<file path="src/rtl/mau_pkg.sv">
// Shared types and constants for the memory access unit.
// Holds the FSM state encoding, the memory map constants and the byte-lane helper.
package mau_pkg;

   typedef enum logic [1:0] {
      IDLE,
      STROBE,
      SETTLE,
      DONE
   } state_t;

   localparam int MEM_BYTES_DEF = 4096;
   localparam int IMG_BASE      = 100;
   localparam int KERNEL_BASE   = 0;
   localparam int WORD_W        = 32;
   localparam int BYTE_W        = 8;

   // Little-endian lane pick: idx 0 is the least significant byte of the word.
   function automatic logic [BYTE_W-1:0] lane_sel(input logic [WORD_W-1:0] word,
                                                  input logic [1:0]        idx);
      return word[int'(idx)*BYTE_W +: BYTE_W];
   endfunction

endpackage

</file>
<file path="src/rtl/mau_lane_asm.sv">
// Byte-lane steering for the memory access unit.
// Picks the store byte for the current lane and merges a loaded byte into the partial load word.
module mau_lane_asm
   import mau_pkg::*;
#(
   parameter int N          = 32,
   parameter int DATA_WIDTH = 8
) (
   input  logic [N-1:0]          store_word,
   input  logic [1:0]            store_idx,
   output logic [DATA_WIDTH-1:0] store_lane,
   input  logic [N-1:0]          load_buf,
   input  logic [1:0]            load_idx,
   input  logic [DATA_WIDTH-1:0] load_byte,
   output logic [N-1:0]          load_word
);

   assign store_lane = lane_sel(store_word, store_idx);

   // Untouched lanes pass through, so a byte load stays zero-extended.
   always_comb begin
      load_word = load_buf;
      load_word[int'(load_idx)*DATA_WIDTH +: DATA_WIDTH] = load_byte;
   end

endmodule

</file>
<file path="src/rtl/mem_access_unit.sv">
// Splits pipeline word/byte loads and stores into strobed single-byte memory accesses.
// The pipeline is stalled until the access completes; loads return the little-endian assembled word.
module mem_access_unit
   import mau_pkg::*;
#(
   parameter int N          = 32,
   parameter int DATA_WIDTH = 8,
   parameter int MEM_BYTES  = MEM_BYTES_DEF
) (
   input  logic         clk,
   input  logic         rst_n,
   input  logic         req_valid,
   input  logic         req_write,
   input  logic         req_byte,
   input  logic [N-1:0] req_addr,
   input  logic [N-1:0] req_wdata,
   output logic         stall,
   output logic         rsp_valid,
   output logic         rsp_fault,
   output logic [N-1:0] rsp_rdata,
   output logic [N-1:0] mem_addr,
   output logic [N-1:0] mem_wdata,
   output logic         mem_read_en,
   output logic         mem_write_en,
   input  logic [N-1:0] mem_rdata
);

   localparam logic [1:0] WORD_LAST = 2'(N/DATA_WIDTH - 1);

   state_t                state;
   state_t                next_state;
   logic [1:0]            idx;
   logic [1:0]            next_idx;
   logic [N-1:0]          req_addr_q;
   logic [N-1:0]          req_wdata_q;
   logic                  req_write_q;
   logic                  req_byte_q;
   logic [N-1:0]          load_buf;
   logic                  accept;
   logic                  new_fault;
   logic [1:0]            new_last;
   logic [1:0]            cur_last;
   logic [N:0]            end_addr;
   logic [N-1:0]          base_addr;
   logic [N-1:0]          base_wdata;
   logic                  op_write;
   logic [DATA_WIDTH-1:0] store_lane;
   logic [N-1:0]          load_word;
   logic                  unused_rdata_hi;

   assign accept   = (state == IDLE) && req_valid;
   assign new_last = req_byte ? 2'd0 : WORD_LAST;
   assign cur_last = req_byte_q ? 2'd0 : WORD_LAST;

   // One extra bit keeps addresses near the top of the address space from wrapping past the check.
   assign end_addr  = {1'b0, req_addr} + {{(N-1){1'b0}}, new_last};
   assign new_fault = (!req_byte && (req_addr[1:0] != 2'b00)) ||
                      (end_addr >= (N+1)'(MEM_BYTES));

   assign base_addr  = accept ? req_addr  : req_addr_q;
   assign base_wdata = accept ? req_wdata : req_wdata_q;
   assign op_write   = accept ? req_write : req_write_q;

   assign stall = (state != DONE) && ((state != IDLE) || req_valid);

   assign unused_rdata_hi = ^mem_rdata[N-1:DATA_WIDTH];

   mau_lane_asm #(
      .N          (N),
      .DATA_WIDTH (DATA_WIDTH)
   ) u_lane_asm (
      .store_word (base_wdata),
      .store_idx  (next_idx),
      .store_lane (store_lane),
      .load_buf   (load_buf),
      .load_idx   (idx),
      .load_byte  (mem_rdata[DATA_WIDTH-1:0]),
      .load_word  (load_word)
   );

   always_comb begin
      next_state = state;
      next_idx   = idx;
      case (state)
         IDLE: begin
            if (req_valid) begin
               next_idx   = 2'd0;
               next_state = new_fault ? DONE : STROBE;
            end
         end
         STROBE: next_state = SETTLE;
         SETTLE: begin
            if (idx == cur_last) begin
               next_state = DONE;
            end else begin
               next_idx   = idx + 2'd1;
               next_state = STROBE;
            end
         end
         DONE:    next_state = IDLE;
         default: next_state = IDLE;
      endcase
   end

   // Request register: the latched copy drives the whole access once accepted.
   always_ff @(posedge clk or negedge rst_n) begin
      if (!rst_n) begin
         state       <= IDLE;
         idx         <= 2'd0;
         req_addr_q  <= '0;
         req_wdata_q <= '0;
         req_write_q <= 1'b0;
         req_byte_q  <= 1'b0;
         load_buf    <= '0;
      end else begin
         state <= next_state;
         idx   <= next_idx;
         if (accept) begin
            req_addr_q  <= req_addr;
            req_wdata_q <= req_wdata;
            req_write_q <= req_write;
            req_byte_q  <= req_byte;
            load_buf    <= '0;
         end else if ((state == SETTLE) && !req_write_q) begin
            load_buf <= load_word;
         end
      end
   end

   // Outputs are registered from the next-state decode, so each strobe is high for exactly the STROBE cycle.
   always_ff @(posedge clk or negedge rst_n) begin
      if (!rst_n) begin
         mem_read_en  <= 1'b0;
         mem_write_en <= 1'b0;
         mem_addr     <= '0;
         mem_wdata    <= '0;
         rsp_valid    <= 1'b0;
         rsp_fault    <= 1'b0;
         rsp_rdata    <= '0;
      end else begin
         mem_read_en  <= (next_state == STROBE) && !op_write;
         mem_write_en <= (next_state == STROBE) && op_write;
         if (next_state == STROBE) begin
            mem_addr  <= base_addr + N'(next_idx);
            mem_wdata <= {{(N-DATA_WIDTH){1'b0}}, store_lane};
         end
         rsp_valid <= (next_state == DONE);
         rsp_fault <= accept && new_fault;
         if ((state == SETTLE) && !req_write_q && (idx == cur_last)) begin
            rsp_rdata <= load_word;
         end
      end
   end

endmodule

</file>
<file path="config.mk">
export PLATFORM = sky130hd
export DESIGN_NAME = mem_access_unit
export DESIGN_NICKNAME = d
export VERILOG_FILES = /design/src/rtl/mau_pkg.sv /design/src/rtl/mau_lane_asm.sv /design/src/rtl/mem_access_unit.sv
export SDC_FILE = /design/constraint.sdc
export NUM_CORES = 1
export LEC_CHECK = 0
export CAP_MARGIN = 20
export CORE_UTILIZATION = 40
export CTS_CLUSTER_DIAMETER = 40
export DETAILED_ROUTE_END_ITERATION = 6
export PLACE_DENSITY_LB_ADDON = 0.15
export SYNTH_ARGS = -nofsm -noshare
export SYNTH_HDL_FRONTEND = slang
export SYNTH_SLANG_ARGS = --single-unit
</file>
<file path="constraint.sdc">
create_clock -name clk -period 6.8 [get_ports clk]
set_clock_uncertainty 0.2 [all_clocks]
set_input_delay 0.68 -clock clk [delete_from_list [all_inputs] [get_ports clk]]
set_output_delay 0.68 -clock clk [all_outputs]
set_load 0.01 [all_outputs]
</file>
== Word-level counts from Yosys, hierarchy flattened ==
Index checks and enable logic that the tools add are counted.

* Input port bits: 101
* Logic and storage cells: 61
* Register bits after elaboration: 178

* Reduce and logical (&&, ||, !) cells: 17
* Shift operators: 3
* Add/sub/neg operators: 4
* Eq/ne operators: 7
* Order comparisons: 1
* Muxes and demuxes: 15

{| class="wikitable"
|+ Operators by type and width
! kind !! count
|-
| two-way mux 32 bit || 4
|-
| adder 32 x 2 -> 33 bit || 1
|-
| >= comparator 33 x 13 -> 1 bit, second input constant || 1
|-
| negator 5 -> 33 bit || 1
|-
| variable shift 8 x 33 -> 32 bit, first input constant || 1
|-
| indexed part select 8 x 33 -> 32 bit || 1
|-
| adder 32 x 2 -> 32 bit || 1
|-
| bitwise mux 32 bit || 1
|-
| indexed part select 32 x 6 -> 8 bit || 1
|-
| two-way mux 2 bit || 7
|-
| logical AND 1 bit || 8
|-
| case mux 2 bit (4 select lines) || 1
|-
| equality test 2 bit, second input constant || 3
|-
| nonzero test 2 bit || 3
|-
| equality test 2 x 1 -> 1 bit, second input constant || 2
|-
| case mux 2 bit (2 select lines) || 1
|-
| zero test 1 bit || 3
|-
| adder 2 x 1 -> 2 bit, second input constant || 1
|-
| equality test 2 bit || 1
|-
| zero test 2 bit || 1
|-
| logical OR 1 bit || 2
|-
| inequality test 2 bit, second input constant || 1
|-
| two-way mux 1 bit || 1
|}

== Logic depth before layout (Yosys ltp) ==
Gate-level depths: netlist of the first run.

* Depth after elaboration: 9
* Mapped depth: 14

== Hierarchy ==
Synthesis of the first run repeated with hierarchy kept, for this count alone.

* Cell total of the unflattened synthesis: 852
* Area total of the unflattened synthesis: 9041.2 um^2

{| class="wikitable"
|+ Modules (own cells, without submodules)
! module !! times used !! sequential area each (um^2) !! area each (um^2) !! cells each
|-
| mem_access_unit || 1 || 4454.3 || 8257.9 || 757
|-
| mau_lane_asm || 1 || 0.0 || 783.3 || 95
|}

== Least setup slack after synthesis of the first run ==
Ideal clock, no wire load.

* Path kind: input to register
* Start point: input req_byte
* End point: register mem_addr[27]
* Library setup time: 0.125 ns
* Required time: 6.475 ns
* Stages on the path: 13
* Arrival: 3.800 ns
* Buffers on the path: 1
* Slack: 2.675 ns
* Cells stage by stage: inv_1 -> ha_1 -> inv_1 -> fa_1 -> nand3b_1 -> nor4_1 -> nand3_1 -> xor2_1 -> o2111ai_1 -> or4_1 -> o31ai_4 -> buf_6 -> mux2_2

* Word-level cells in the longest chain between the ends: 8

{| class="wikitable"
|+ Ends and longest elaborated chain
! element !! RTL line !! source
|-
| start: declaration || mem_access_unit.sv:14 || <nowiki>input logic req_byte,</nowiki>
|-
| two-way mux 2 bit || mem_access_unit.sv:52 || <nowiki>assign new_last = req_byte ? 2'd0 : WORD_LAST;</nowiki>
|-
| adder 32 x 2 -> 33 bit || mem_access_unit.sv:56 || <nowiki>assign end_addr = {1'b0, req_addr} + {{(N-1){1'b0}}, new_last};</nowiki>
|-
| >= comparator 33 x 13 -> 1 bit || mem_access_unit.sv:58 || <nowiki>(end_addr >= (N+1)'(MEM_BYTES));</nowiki>
|-
| logical OR 1 bit * || mem_access_unit.sv:57 || <nowiki>assign new_fault = (!req_byte && (req_addr[1:0] != 2'b00)) ||</nowiki>
|-
| two-way mux 2 bit * || mem_access_unit.sv:88 || <nowiki>next_state = new_fault ? DONE : STROBE;</nowiki>
|-
| two-way mux 2 bit * || mem_access_unit.sv:86 || <nowiki>if (req_valid) begin</nowiki>
|-
| case mux 2 bit (4 select lines) * || mem_access_unit.sv:84 || <nowiki>case (state)</nowiki>
|-
| equality test 2 x 1 -> 1 bit * || mem_access_unit.sv:143 || <nowiki>if (next_state == STROBE) begin</nowiki>
|-
| end signal: assignment || mem_access_unit.sv:144 || <nowiki>mem_addr <= base_addr + N'(next_idx);</nowiki>
|-
| end: declaration || mem_access_unit.sv:21 || <nowiki>output logic [N-1:0] mem_addr,</nowiki>
|}

Every way passes the cells marked *; elsewhere a longest branch is shown, timed or not.
A chain may end at the register's enable or synchronous reset.

== Worst setup path in the final report of the first run ==
* Start point: input req_byte
* End point: register mem_addr[12]

The elaborated chain is that of the path after synthesis.

==> qor.yml, run 1 <==
clocking:
  cts_resized: 0
  cts_tree: "built"
  postCtsHoldBufs: 0
  clock_latency_ns: 0.43
  clkSinkCount: 178
  cts.clk_slew.worst_paths_ns: 0.07
  cts_setup_buffers: 0
  htreeDepth: 4
  cts_buffers: 17
  clockBufferDepth: 2
  root_buffer: "clkbuf_16"
placement:
  io_buffers: 153
  placed_cell_area_um2: 10500
  hpwl_um: 14800
  gp_congestion: 0.824
pwr:
  netSwitchingFraction_pct: 36.0
  pwr-share-seq_pct: 36.8
  combinationalPowerShare_pct: 42.3
  p_leak_nw: 4.99
  p_sw_w: 0.00167
  pwr-share-clk_pct: 20.9
  vdd_drop_max_v: 0.000174
  power_w: 0.00464
  power.internal_w: 0.00297
  p_per_area_nw_per_um2: 420
cells_and_area:
  fin_nets: 1162
  insertedDiodeCount: 0
  layout-drive-gt1-share_pct: 8.56
  syn_to_final_growth_pct: 25.6
  final_cell_area_um2: 11100
sta:
  final.min_clock_period_ns: 5.19
  final-max-slew-violation-count: 0
  tns_ns: 0
  slew_headroom_pct: 32.4
  hold_viol_final: 0
  fmaxAchievable_mhz: 193
  worstMarginPinSlew_ns: 1.01
  fin_crit_sh_pct: 76.3
  finalSetupViolations: 0
  grt_setup_unrepaired: "false"
die:
  die_h_um: 150
  ios: 202
  dieWidth_um: 150
  start_util_pct: 41.4
  core_area_um2: 21300
  dieArea_um2: 22600
  floorplan.rows: 53
critical_path:
  endpoint_kind: "flop"
  cp.arrival_ns: 5.30
  start_kind: "input port"
  critPathKind: "in -> reg"
  crit_fanout: 28
  crit_required_ns: 6.91
synthesis:
  synthCells: 915
  seq_area_frac_synth_pct: 50.6
  mappedNetlistArea_um2: 8800
  ys_seq_elements: 178
  async_flop_share_pct: 100
  synth_edf_count: 0
  yosysWarnings: 0
  yosysUniqueCellTypes: 59
  ys.flop_type: "dfrtp_1"
  syn_area_per_cell_um2: 9.62
hold_path:
  hold_path.class: "in -> async"
grt:
  grt_overflow: 0
  grt_pass1_wl_um: 34700
  track_usage_pct: 19.8
  antenna_found_initial: 0
  grt_pass1_vias: 6597
  grt_max_degree: 88
routing:
  wire_per_inst_um: 15.8
  drt_first_pass_iters: 5
  via_per_inst: 5.08
  drt-total-wl_um: 21200
  dr.first_iter.drc_count: 301
  vias: 6801
  antenna_left: 0
  drc: 0
run:
  drv_cap: 0
outcome:
  outcome: "complete, no violations"
-- power groups by stage --
stage / clock (W) / combinational, W / sequential, W
floorplan: 0 / 0.00114 / 0.00178
global placement: 0 / 0.00196 / 0.00172
detailed placement: 0 / 0.00199 / 0.00173
CTS: 0.000996 / 0.00200 / 0.00172
global route: 0.00103 / 0.00220 / 0.00176
finish: 0.000971 / 0.00196 / 0.00171
-- critical path, cell delays in order --
cell             delay [ns]
clkdlybuf4s50_1        0.51
inv_1                  0.15
ha_1                   0.17
inv_1                  0.05
fa_1                   0.36
nand3b_1               0.19
nor4_1                 0.72
nand3_1                0.18
xor2_1                 0.17
o2111ai_1              0.12
or4_1                  0.61
o31ai_4                0.71
buf_12                 0.30
mux2_2                 0.36
-- layout by cell type, fill, tap and decap left out, types with 3 or more instances in the layout --
master             n
or2_2              3
nand4_1           15
dfrtp_1          178
o21ai_0           54
nand2b_1           3
a21oi_1           55
nor4_1             6
and3_1             7
clkbuf_16         17
mux2_2            36
or4_1              3
mux2i_1           23
a31oi_1            3
nor2b_1           34
and4_1             3
clkinv_2           3
xor2_1            15
ha_1               9
a22o_1            33
nor2_1            20
xnor2_1           21
clkdlybuf4s50_1  152
nand2_1          203
inv_8              3
inv_1             29
conb_1            24
nor3_1            12
buf_4             10
o211ai_1           8
nand3_1           31
and2_1             6
-- cells in the mapped netlist (9+ instances only) --
master | number | area [um2]
clkbuf_1 | 28 | 105
nor2_1 | 20 | 75.1
xnor2_1 | 21 | 184
inv_1 | 29 | 109
xor2_1 | 15 | 131
a21oi_1 | 55 | 275
nand4_1 | 15 | 93.8
buf_4 | 24 | 180
o21ai_0 | 54 | 270
nor3_1 | 12 | 60.1
mux2_2 | 36 | 405
nand2_1 | 203 | 762
buf_1 | 12 | 45.0
nand3_1 | 31 | 155
ha_1 | 9 | 113
dfrtp_1 | 178 | 4450
nor2b_1 | 34 | 213
a22o_1 | 33 | 289
mux2i_1 | 23 | 230
-- cells by family (layout without fill, tap and decap cells) --
kind of cell | Yosys count | in the layout | share of synthesized area [%]
xor+xnor | 36 | 36 | 3.58
simple gates | 361 | 361 | 19.2
flops | 178 | 178 | 50.6
compound gates | 166 | 166 | 11.7
mux | 61 | 61 | 7.48
buf+inv | 101 | 226 | 5.71
fa+ha+maj | 11 | 11 | 1.73
other cells | 1 | 24 | 0.0426
-- registers in the layout, summed over array words and instances (netlist names) --
name	cells
req_wdata_q	32
mem_write_en	1
mem_wdata	8
rsp_valid	1
load_buf	32
rsp_fault	1
req_addr_q	32
idx	2
mem_addr	32
state	2
rsp_rdata	32
req_byte_q	1
req_write_q	1
mem_read_en	1
-- path summary, 6_finish.rpt --
kind	start	endpoint	slack (ns)	cells after the start
hold / removal	rst_n	rsp_rdata[23]	0.1	1
min in group clk	req_wdata_q[25]	req_wdata_q[25]	0.27	2
hold reg to reg	req_wdata_q[25]	req_wdata_q[25]	0.27	2
max in group asynchronous	rst_n	mem_addr[30]	5.15	2
setup reg to reg	idx[0]	mem_addr[31]	2.75	13
setup / recovery	req_byte	mem_addr[12]	1.61	14
-- metrics by stage --
step                      setup slack [ns]  utilization (%)  instances  hold slack [ns]
after global placement                1.15             49.2       1306            0.253
after CTS                             1.57             51.9       1338            0.130
final                                 1.61             51.9       1338           0.0991
after global routing                  1.30             51.9       1338            0.165
after detailed placement              1.10             49.2       1306            0.258
after floorplan                       2.67                -        938            0.184
-- layout make-up --
cell class              instances  area [um2]
clock buffers                  20         457
clock inverters                12         120
fillers                      1995       10200
inverters                      30         113
multi-input cells             659        3940
flip-flops and latches        178        4450
well taps                     275         344
repair buffers                164        1630
-- layer usage --
metal  track usage, %  wire (um)
met2             31.1       9900
met5                0          0
met4             5.00        269
met1             27.6       9990
met3             4.52       1000
Power figures use the tool's default switching activity.
==> run 2, diff against run 1 <==
- clock period: 6.8 -> 4.6 ns (I/O delays scaled with it)
==> qor.yml, run 2 (synthesized netlist as in run 1, its figures left out) <==
outcome:
  outcome: "complete, no violations"  # unchanged
sta:
  fmaxAchievable_mhz: 240
  final-max-slew-violation-count: 0  # unchanged
  slew_headroom_pct: 35.1  # was 32.4%
  grt_setup_unrepaired: "false"  # unchanged
  worstMarginPinSlew_ns: 0.965  # was 1.01 ns
  hold_viol_final: 0  # unchanged
  fin_crit_sh_pct: 90.7
  tns_ns: 0  # unchanged
  finalSetupViolations: 0  # unchanged
  whs_ns: 0.270  # was 0.0991 ns
  final.min_clock_period_ns: 4.17
placement:
  io_buffers: 153  # unchanged
  dp_cells: 1320  # was 1306
  hpwl_um: 15100  # was 14800 um
  gp_congestion: 0.806  # was 0.824
hold_path:
  hold_path.class: "reg -> reg"  # was in -> async
  min_from: "req_wdata_q[14]"
  min_path_cells: 2
  min_to: "req_wdata_q[14]"
die:
  start_util_pct: 41.4  # unchanged
  die_h_um: 150  # unchanged
  ios: 202  # unchanged
  floorplan.rows: 53  # unchanged
  dieArea_um2: 22600  # unchanged
  core_area_um2: 21300  # unchanged
  dieWidth_um: 150  # unchanged
critical_path:
  crit_required_ns: 4.71  # was 6.91 ns
  cp.arrival_ns: 4.28  # was 5.30 ns
  critPathKind: "in -> reg"  # unchanged
  endpoint_kind: "flop"  # unchanged
  start_kind: "input port"  # unchanged
  r2r_setup_slack_ns: 0.98  # was 2.75 ns
  worstRegToRegCells: 12  # was 13
  crit_fanout: 30  # was 28
  r2r-end: "mem_addr[31]"  # unchanged
  reg2reg_from: "idx[0]"  # unchanged
pwr:
  p_per_area_nw_per_um2: 620  # was 420 nW/um2
  pwr-share-clk_pct: 21.0  # was 20.9%
  power.internal_w: 0.00447  # was 0.00297 W
  vdd_drop_max_v: 0.000323  # was 0.000174 V
  p_leak_nw: 5.07  # was 4.99 nW
  pwr-share-seq_pct: 36.4  # was 36.8%
  p_sw_w: 0.00247  # was 0.00167 W
  combinationalPowerShare_pct: 42.6  # was 42.3%
  netSwitchingFraction_pct: 35.6  # was 36.0%
  power_w: 0.00694  # was 0.00464 W
routing:
  drt-total-wl_um: 21400  # was 21200 um
  vias: 6842  # was 6801
  drc: 0  # unchanged
  antenna_left: 0  # unchanged
  wire_per_inst_um: 15.9  # was 15.8 um
  via_per_inst: 5.06  # was 5.08
  dr.first_iter.drc_count: 490  # was 301
  drt_first_pass_iters: 5  # unchanged
cells_and_area:
  layout-drive-gt1-share_pct: 9.66  # was 8.56%
  mostFrequentLayoutCell: "nand2_1"  # unchanged
  seq_area_um2: 4450  # unchanged
  layoutNonFillerInstCount: 1353  # was 1338
  multi_input_area_um2: 3940  # unchanged
  final_cell_mix: "nand2_1, dfrtp_1, clkdlybuf4s50_1"  # unchanged
  syn_to_final_growth_pct: 27.2  # was 25.6%
  finish.utilization_pct: 52.6  # was 51.9%
  fin_nets: 1177  # was 1162
  nFillCells: 1969  # was 1995
clocking:
  cts_buffers: 17  # unchanged
  cts.clk_slew.worst_paths_ns: 0.06  # was 0.07 ns
  clock_latency_ns: 0.43  # about the same
  root_buffer: "clkbuf_16"  # unchanged
  postCtsHoldBufs: 1  # was 0
  cts_resized: 0  # unchanged
  clkSinkCount: 178  # unchanged
  cts_tree: "built"  # unchanged
  cts_setup_buffers: 0  # unchanged
  htreeDepth: 4  # unchanged
  clockBufferDepth: 2  # unchanged
grt:
  grt_pass1_wl_um: 35400  # was 34700 um
  grt_pass1_vias: 6665  # was 6597
  antenna_found_initial: 1  # was 0
  grt_overflow: 0  # unchanged
  grt_max_degree: 104  # was 88
  track_usage_pct: 20.2  # was 19.8%
run:
  drv_cap: 0  # unchanged
-- run 2: layout make-up --
cell class	count	share of cell area [%]
Antenna cell	1	0.0224
Clock buffer	20	4.08
Clock inverter	11	1.13
Inverter	30	1.01
Multi-Input combinational cell	659	35.2
Sequential cell	178	39.8
Tap cell	275	3.07
Timing Repair Buffer	179	15.7
-- run 2: worst max-delay path by stage --
stage             start           end  slack, ns
6_report       req_byte   mem_addr[1]       0.43
5_1_grt        req_byte  mem_addr[24]       0.24
4_1_cts        req_byte  mem_addr[23]       0.47
3_5_place_dp   req_byte  mem_addr[30]       0.02
3_3_place_gp   req_byte  mem_addr[20]       0.07
2_1_floorplan  req_byte  mem_addr[27]       0.69
-- run 2: stage by stage --
step	setup WS [ns]	area, um2
global route	0.239	11200
finish	0.426	11200
detailed placement	0.0224	10600
floorplan	0.695	8890
CTS	0.466	11200
global placement	0.0721	10600
-- run 2: worst max-delay path, stage by stage --
cell	delay, ns
clkdlybuf4s50_1	0.47
inv_1	0.12
ha_1	0.17
inv_1	0.05
fa_1	0.36
nand3b_1	0.19
nor4_1	0.51
nand3_1	0.17
xor2_1	0.16
o2111ai_1	0.12
or4_1	0.61
o31ai_4	0.26
buf_12	0.25
mux2_2	0.36
-- run 2: per-layer routing --
metal	GRT usage, %	wire length, um
met4	4.85	237
met2	31.9	9980
met3	4.67	1020
met1	28.1	10200
met5	0	0
-- run 2: power by group through the flow --
stage                     Clock [W]  Sequential (W)  Combinational [W]
after global placement            0         0.00255            0.00294
after global routing        0.00157         0.00261            0.00330
after CTS                   0.00150         0.00253            0.00300
after floorplan                   0         0.00263            0.00168
after detailed placement          0         0.00255            0.00298
final                       0.00146         0.00253            0.00296
==> run 3, diff against run 2 <==
--- a/constraint.sdc
+++ b/constraint.sdc
@@ -4,2 +4,2 @@
 set_output_delay 0.46 -clock clk [all_outputs]
-set_load 0.01 [all_outputs]
+set_load 0.02 [all_outputs]
==> results of run 3 <==
The final DEF is identical to that of run 2. Status: complete, no violations.
Among the figures that moved: total power 0.00694 W -> 0.00719 W; worst IR drop on VDD 0.000323 V -> 0.000329 V
